$ cat src/rtl/adc_spi_responder.sv
// Behavioural ADC128S022-style SPI responder: 16-bit frames, pipelined 3-bit channel addressing.
// Optional build macro ADC_RESP_DITHER_EN adds LFSR dither on the two LSBs of each snapshot.
module adc_spi_responder #(
    parameter int          SYNC_STAGES    = 2,
    parameter logic [2:0]  ADDR_RESET     = 3'd0,
    parameter logic [15:0] FRAME_CNT_INIT = 16'd0
) (
    input  logic        clk,
    input  logic        rst,
    input  logic        adc_sclk,
    input  logic        adc_cs_n,
    input  logic        adc_din,
    output logic        adc_dout,
    input  logic [95:0] ch_data,
    output logic        frame_done,
    output logic        frame_err,
    output logic [2:0]  cur_addr,
    output logic [15:0] frame_cnt
);

    typedef enum logic [1:0] {ST_IDLE, ST_LOAD, ST_SHIFT, ST_END} state_t;

    // Index SYNC_STAGES-1 is the synchronized level, index SYNC_STAGES the edge-detect delay.
    logic [SYNC_STAGES:0] r_sclk_sync;
    logic [SYNC_STAGES:0] r_cs_sync;
    logic [SYNC_STAGES:0] r_din_sync;

    logic        r_sclk_rise;
    logic        r_sclk_fall;
    logic        r_cs_fall;
    logic        w_cs_lvl;
    logic        w_din_lvl;

    state_t      r_state;
    logic [3:0]  r_bit_cnt;
    logic [14:0] r_shift;
    logic [12:0] r_addr_sr;
    logic        r_dout;
    logic        r_frame_done;
    logic        r_frame_err;
    logic [2:0]  r_cur_addr;
    logic [15:0] r_frame_cnt;

    logic [11:0] w_ch [8];
    logic [1:0]  w_dither;
    logic [15:0] w_snap;
    logic        w_frame_end;

    always_ff @(posedge clk) begin
        if (!rst) begin
            r_sclk_sync <= '1;
            r_cs_sync   <= '1;
            r_din_sync  <= '0;
            r_sclk_rise <= 1'b0;
            r_sclk_fall <= 1'b0;
            r_cs_fall   <= 1'b0;
        end else begin
            r_sclk_sync <= {r_sclk_sync[SYNC_STAGES-1:0], adc_sclk};
            r_cs_sync   <= {r_cs_sync[SYNC_STAGES-1:0], adc_cs_n};
            r_din_sync  <= {r_din_sync[SYNC_STAGES-1:0], adc_din};
            r_sclk_rise <= r_sclk_sync[SYNC_STAGES-1] & ~r_sclk_sync[SYNC_STAGES];
            r_sclk_fall <= ~r_sclk_sync[SYNC_STAGES-1] & r_sclk_sync[SYNC_STAGES];
            r_cs_fall   <= ~r_cs_sync[SYNC_STAGES-1] & r_cs_sync[SYNC_STAGES];
        end
    end

    // Delayed levels line up in time with the registered edge strobes.
    assign w_cs_lvl  = r_cs_sync[SYNC_STAGES];
    assign w_din_lvl = r_din_sync[SYNC_STAGES];

    for (genvar gi = 0; gi < 8; gi++) begin : g_ch
        assign w_ch[gi] = ch_data[12*gi +: 12];
    end

`ifdef ADC_RESP_DITHER_EN
    logic [15:0] r_lfsr;

    always_ff @(posedge clk) begin
        if (!rst) begin
            r_lfsr <= 16'hACE1;
        end else if (w_frame_end) begin
            r_lfsr <= {r_lfsr[14:0], r_lfsr[15] ^ r_lfsr[13] ^ r_lfsr[12] ^ r_lfsr[10]};
        end
    end

    assign w_dither = r_lfsr[1:0];
`else
    assign w_dither = 2'b00;
`endif

    assign w_snap      = {4'b0000, w_ch[r_cur_addr] ^ {10'd0, w_dither}};
    assign w_frame_end = (r_state == ST_SHIFT) && !w_cs_lvl && r_sclk_rise && (r_bit_cnt == 4'd15);

    always_ff @(posedge clk) begin
        if (!rst) begin
            r_state      <= ST_IDLE;
            r_bit_cnt    <= 4'd0;
            r_shift      <= 15'd0;
            r_addr_sr    <= 13'd0;
            r_dout       <= 1'b0;
            r_frame_done <= 1'b0;
            r_frame_err  <= 1'b0;
            r_cur_addr   <= ADDR_RESET;
            r_frame_cnt  <= FRAME_CNT_INIT;
        end else begin
            r_frame_done <= 1'b0;
            r_frame_err  <= 1'b0;
            case (r_state)
                ST_IDLE: begin
                    r_dout <= 1'b0;
                    if (r_cs_fall) begin
                        r_state <= ST_LOAD;
                    end
                end
                ST_LOAD: begin
                    r_shift   <= w_snap[14:0];
                    r_dout    <= w_snap[15];
                    r_bit_cnt <= 4'd0;
                    r_state   <= ST_SHIFT;
                end
                ST_SHIFT: begin
                    if (w_cs_lvl) begin
                        r_frame_err <= 1'b1;
                        r_dout      <= 1'b0;
                        r_state     <= ST_IDLE;
                    end else if (r_sclk_rise) begin
                        r_addr_sr <= {r_addr_sr[11:0], w_din_lvl};
                        r_bit_cnt <= r_bit_cnt + 4'd1;
                        if (w_frame_end) begin
                            // r_addr_sr holds frame bits 13:1 here, so 12:10 are DIN bits 13:11.
                            r_cur_addr   <= r_addr_sr[12:10];
                            r_frame_done <= 1'b1;
                            r_frame_cnt  <= r_frame_cnt + 16'd1;
                            r_state      <= ST_END;
                        end
                    end else if (r_sclk_fall && (r_bit_cnt != 4'd0)) begin
                        // The leading fall keeps bit 15 on the line for the first rise.
                        r_dout  <= r_shift[14];
                        r_shift <= {r_shift[13:0], 1'b0};
                    end
                end
                ST_END: begin
                    if (w_cs_lvl) begin
                        r_dout  <= 1'b0;
                        r_state <= ST_IDLE;
                    end else if (r_sclk_fall) begin
                        r_shift   <= w_snap[14:0];
                        r_dout    <= w_snap[15];
                        r_bit_cnt <= 4'd0;
                        r_state   <= ST_SHIFT;
                    end
                end
                default: begin
                    r_dout  <= 1'b0;
                    r_state <= ST_IDLE;
                end
            endcase
        end
    end

    assign adc_dout   = r_dout;
    assign frame_done = r_frame_done;
    assign frame_err  = r_frame_err;
    assign cur_addr   = r_cur_addr;
    assign frame_cnt  = r_frame_cnt;

endmodule

$ cat config.mk
export PLATFORM = sky130hd
export DESIGN_NAME = adc_spi_responder
export DESIGN_NICKNAME = d
export VERILOG_FILES = /design/src/rtl/adc_spi_responder.sv
export SDC_FILE = /design/constraint.sdc
export NUM_CORES = 1
export LEC_CHECK = 0
export BUFFER_PORTS_ARGS = -buffer_cell sky130_fd_sc_hd__buf_2
export CAP_MARGIN = 25
export CORE_MARGIN = 4
export CORE_UTILIZATION = 30
export CTS_BUF_LIST = sky130_fd_sc_hd__clkbuf_16
export CTS_CLUSTER_DIAMETER = 120
export CTS_CLUSTER_SIZE = 12
export DETAILED_ROUTE_END_ITERATION = 8
export PLACE_DENSITY_LB_ADDON = 0.05
export SETUP_SLACK_MARGIN = 0.4
export SYNTH_ARGS = -nofsm -noshare
export SYNTH_HDL_FRONTEND = slang
export SYNTH_SLANG_ARGS = --single-unit
$ cat constraint.sdc
create_clock -name clk -period 1.7 [get_ports clk]
set_clock_uncertainty 0.05 [all_clocks]
set_input_delay 0.34 -clock clk [delete_from_list [all_inputs] [get_ports clk]]
set_output_delay 0.34 -clock clk [all_outputs]
set_load 0.005 [all_outputs]
==> Word level (Yosys, flattened, before mapping) <==
Index checks and enable logic that the tools add are counted.
W data, S select, Z words.
{ "op_classes": {"n_addsub": 2, "multipliers": 0, "n_div": 0, "order_cmp": 1, "n_eq_ne": 16, "shifts": 0, "mux": 29, "bitwise_logic": 11, "reduce_logical": 17} }
{ "ops": {"columns": ["operator", "n"], "rows": [
  ["$mux W15", 5],
  ["$pmux W15 S3", 1],
  ["$bmux W12 S3", 1],
  ["$mux W12", 2],
  ["$add A16 B1 Y16 const B", 1],
  ["$mux W4", 4],
  ["$mux W2", 6],
  ["$ne A2 B2 Y1 const B", 6],
  ["$ne A3 B3 Y1 const B", 4],
  ["$pmux W4 S3", 1],
  ["$pmux W2 S4", 1],
  ["$reduce_and A4 Y1", 2],
  ["$mux W1", 7],
  ["$not A1 Y1", 7],
  ["$reduce_and A3 Y1", 2],
  ["$reduce_and A6 Y1", 1],
  ["$reduce_and A5 Y1", 1],
  ["$add A4 B1 Y4 const B", 1],
  ["$eq A2 B2 Y1 const B", 2],
  ["$eq A4 B4 Y1 const B", 1],
  ["$ge A4 B4 Y1 const B", 1],
  ["$logic_and A1 B1 Y1", 4],
  ["$not A3 Y4", 1],
  ["$reduce_bool A4 Y1", 1],
  ["other kinds (11)", 13]
]} }
{ "totals": {"regBits": 68, "latchBits": 0, "ramBits": 0, "romBits": 0, "in_bits": 101, "output_inout_bits": 22, "mem_count": 0} }

==> Longest topological paths before layout <==
{ "logic_depth": {"word_depth": 8, "ltp_mapped": 8} }

==> Worst setup path after synthesis <==
OpenSTA, ideal clock, no wires.
{ "synth_path": {"kind": "register -> register", "from": "register r_bit_cnt[0]", "to": "register r_shift[14]", "t_arrival_ns": 1.540, "required_time_ns": 1.580, "path_slack_ns": 0.040, "stages_incl_launch_ff": 8, "path_buffers": 1, "cell_sequence": "dfxtp_1 > inv_1 > ha_1 > or3b_1 > nand4_2 > buf_6 > or4_1 > a21oi_1"} }
{ "synth_via": {"elab_chain_cells": 4} }
{ "synth_rtl": {"columns": ["element", "line_no", "rtl"], "rows": [
  ["start: declaration", "35", "logic [3:0] r_bit_cnt;"],
  ["start signal: assignment", "128", "r_bit_cnt <= r_bit_cnt + 4'd1;"],
  ["$reduce_bool A4 Y1", "136", "end else if (r_sclk_fall && (r_bit_cnt != 4'd0)) begin"],
  ["$logic_and A1 B1 Y1", "136", null],
  ["$ne A2 B1 Y1 (no line)", null, null],
  ["$reduce_and A6 Y1 (no line)", null, null],
  ["end signal: assignment", "116", "r_shift <= w_snap[14:0];"],
  ["end signal: assignment", "139", "r_shift <= {r_shift[13:0], 1'b0};"],
  ["end signal: assignment", "147", "r_shift <= w_snap[14:0];"],
  ["end: declaration", "36", "logic [14:0] r_shift;"]
]} }
Every way passes these cells.
A chain may end at the register's enable or synchronous reset.

==> Final worst setup path <==
{ "layout_path": {"from": "register r_bit_cnt[1]", "to": "register r_shift[4]"} }
The elaborated chain is that of the path after synthesis.

==> impl_summary.log <==
[metrics] starting density of the core: 30.8%
[metrics] Max-Cap Viols: 0
[metrics] clock tree from TritonCTS: yes
[metrics] area share of the leading cell type in the synthesized netlist: 36.6%
[metrics] critical path fanouts, max: 7
[metrics] ports placed on the boundary: 123
[metrics] vertical die dimension: 119 um
[metrics] # port buffers: 122
[metrics] number of setup violations in the final report: 4
[metrics] data arrival time of the critical path: 1.94 ns
[metrics] final hold violations: 0
[metrics] horizontal die dimension: 119 um
[metrics] minimum setup slack in the final design: -0.0289 ns
[metrics] critical hold path startpoint: adc_sclk
[metrics] HPWL Detailed: 7790 um
[metrics] total global routing track utilization: 15.5%
[metrics] Residual DRC: 0
[metrics] P&R area growth vs syn: 43.3%
[metrics] reg-to-reg endpoint: r_shift[4]
[metrics] Final period util: 102%
[metrics] unrepaired setup endpoints after global routing: yes
[metrics] average detailed-routed wire length per instance: 15.9 um
[metrics] start-to-end type of the worst setup path: reg -> reg
[metrics] CTS Sinks: 68
[metrics] CTS Root Cell: clkbuf_16
[metrics] worst reg2reg startpoint: r_bit_cnt[1]
[metrics] Peak supply drop: 497 uV
[metrics] CTS Buf Count: 9
[metrics] filler cell count in the final layout: 1186
[metrics] crit path launch type: flop
[metrics] data required time of the critical path: 1.91 ns
[metrics] ANT nets after route: 0
[metrics] Tightest Hold Check Type: in -> reg
[metrics] library cell occupying the most area in the post-synthesis netlist: dfxtp_1
[metrics] number of cells on the worst reg-to-reg path: 7
[metrics] static power due to leakage: 2.22 nW
[metrics] number of global-route vias before repair: 3406
[metrics] Synth Net Count: 475
[metrics] violations in the final reports: setup timing
[metrics] number of design-rule violations left by the first detailed-router iteration: 205
[metrics] number of buffers added to fix hold violations after cts: 0
[metrics] worst-margin pin slew: 0.319 ns
[metrics] worst hold stages: 2
[metrics] largest net degree at the start of global routing: 30
[metrics] Clock Pin Slew Worst Setup and Hold Paths: 0.05 ns
[metrics] number of distinct library cells after synthesis: 49
[metrics] 1st-pass router iterations: 4
[metrics] Clk Latency, worst-skew pair: 0.33 ns
[metrics] Post-synth top flop: dfxtp_1
[metrics] Endpoint, Worst Hold: r_sclk_sync[0]
[metrics] register area share after synthesis: 36.6%
[metrics] post-synthesis instance total: 371
[metrics] post-route insts no fill: 697
[metrics] vias per cell: 4.88
[metrics] post-route cell area: 5330 um^2
[metrics] net count reported at finish: 629
[metrics] Sum Neg Setup Slack: -0.0666 ns
[metrics] post-synthesis average cell area: 10.0 um^2
[metrics] Row Count: 40
[metrics] Power Dens Cells: 651 nW/um^2
[metrics] antenna violations before repair: 0
[metrics] Die Outline Area: 14200 um^2
[metrics] status: finished, violations left
[metrics] number of register bits inferred by synthesis: 68
[metrics] gpl congestion: 0.798
[metrics] category of the worst setup path capture point: flop
[metrics] area of the mapped netlist: 3720 um^2
[metrics] buffer levels on the longest clock path: 2
[metrics] fraction of registers with async set or reset after synthesis: 0%
[metrics] standard cell area after detailed placement: 4530 um^2
[metrics] count of placed standard cells including taps: 657
[metrics] final design utilization: 44.2%
[metrics] number of levels in the clock H-tree: 3
[metrics] fraction of layout instances using a drive strength above 1: 49.1%
[metrics] diode count: 0
[metrics] Yosys warning count: 0
[metrics] worst max-slew margin expressed relative to the limit: 78.7%
[metrics] grt ovf: 0
[metrics] wire length of the first global-routing pass: 17500 um
[metrics] EDFF count, synth: 0
[metrics] flop2flop setup slack: -0.03 ns
[metrics] top cells by area in the synthesized netlist: dfxtp_1 (37%), mux4_2 (12%), mux2i_1 (5.7%)
[metrics] final routed wirelength across all metal layers: 11100 um
[metrics] DR vias: 3403
[metrics] core region area: 12100 um^2
[metrics] post-layout minimum cycle time: 1.73 ns
[metrics] highest clock rate: 0.578 GHz
[metrics] max-slew violation count: 0
-- worst max path at each step --
stage                       from           to  cells past startpoint
finish              r_bit_cnt[1]   r_shift[4]                      7
global route        r_bit_cnt[0]   r_shift[2]                      7
CTS                 r_bit_cnt[0]   r_shift[8]                      7
detailed placement   cur_addr[0]   r_shift[4]                      5
global placement     cur_addr[0]   r_shift[4]                      5
floorplan           r_bit_cnt[0]  r_shift[14]                      7
-- sequential cells by signal, summed over array words and instances (netlist names) --
name / count
cur_addr: 3
r_din_sync: 3
r_sclk_rise: 1
r_cs_fall: 1
r_sclk_fall: 1
r_shift: 15
r_bit_cnt: 4
r_sclk_sync: 3
r_state: 2
frame_err: 1
frame_cnt: 16
frame_done: 1
r_addr_sr: 13
r_cs_sync: 3
adc_dout: 1
-- cells in the mapped netlist (4+ instances only) --
cell,n
a21oi_1,28
a221o_1,11
and2_1,4
and3_1,6
buf_2,6
buf_6,8
clkbuf_1,6
clkbuf_8,5
dfxtp_1,68
inv_1,13
mux2i_1,21
mux4_1,4
mux4_2,20
nand2_1,45
nand2b_1,13
nand3_1,19
nand4_1,7
nor2_1,28
nor2b_1,4
or4_1,7
xnor2_1,5
-- worst max-delay path, cell delays in order (launching register included) --
cell and delay, ns:
dfxtp_2 0.34, inv_2 0.06, ha_4 0.15, or3b_4 0.24, nand4_4 0.15, clkbuf_16 0.22, a221o_1 0.33, a21oi_1 0.11
-- cell type report --
| type | count | area [um^2] | area share, % |
|---|---|---|---|
| multi-input cells | 260 | 2180 | 41.0 |
| flip-flops and latches | 68 | 1400 | 26.2 |
| repair buffers | 173 | 1240 | 23.2 |
| clock buffers | 9 | 225 | 4.23 |
| well taps | 168 | 210 | 3.95 |
| inverters | 13 | 51.3 | 0.963 |
| clock inverters | 6 | 26.3 | 0.493 |
-- kinds of logic (layout without fill, tap and decap cells) --
family | Yosys count | count (layout) | share of synthesized area (%)
and+or+nand+nor | 148 | 148 | 20.7
AOI/OAI and AO/OA | 58 | 58 | 10.8
DFF | 68 | 68 | 36.6
adders and majority gates | 3 | 3 | 1.01
buffers and inverters | 43 | 201 | 8.89
muxes | 45 | 45 | 20.6
xor gates and xnor gates | 6 | 6 | 1.41
-- timing repair --
action,CTS,global route
setup buffers,14,6
cloned,4,1
pin swaps,19,16
endpoints found under the setup margin,59,65
gates resized for setup,38,48
-- layout by cell type (no fill, tap or decap), types with 3 or more instances in the layout --
master / count
o211ai_1: 3
or4_1: 7
buf_6: 20
mux4_2: 20
clkinv_2: 3
and3_1: 5
a221o_1: 11
a21oi_2: 4
nand2b_1: 13
mux4_1: 4
buf_12: 6
nor2b_1: 4
buf_4: 23
nand2_2: 6
a21oi_1: 25
dfxtp_2: 18
nand3_1: 18
nand2_1: 39
mux2i_1: 20
buf_16: 3
and2_1: 4
xnor2_1: 5
nand4_1: 7
clkbuf_16: 10
buf_2: 119
inv_1: 14
dfxtp_4: 3
nor2_1: 28
dfxtp_1: 47
-- metrics by stage --
| stage | hold slack [ns] | total power, W | setup slack [ns] |
|---|---|---|---|
| global route | 0.155 | 0.00363 | -0.0868 |
| CTS | 0.130 | 0.00354 | -0.00361 |
| finish | 0.146 | 0.00347 | -0.0289 |
| detailed placement | 0.346 | 0.00190 | -0.0162 |
| floorplan | 0.336 | 0.00176 | 0.101 |
| global placement | 0.338 | 0.00190 | -0.00500 |
-- layer usage --
layer / track usage, % / part of all wire (%)
met1: 20.9 / 46
met2: 24.1 / 49
met3: 4.46 / 3.1
met4: 4.72 / 1.7
met5: 0 / 0
-- power breakdown --
part	internal, W	switching [W]	leakage (nW)
Sequential	0.00161	0.00000565	0.560
Clock	0.000953	0.000641	0.139
Combinational	0.000154	0.000110	1.52
Power figures use the tool's default switching activity.
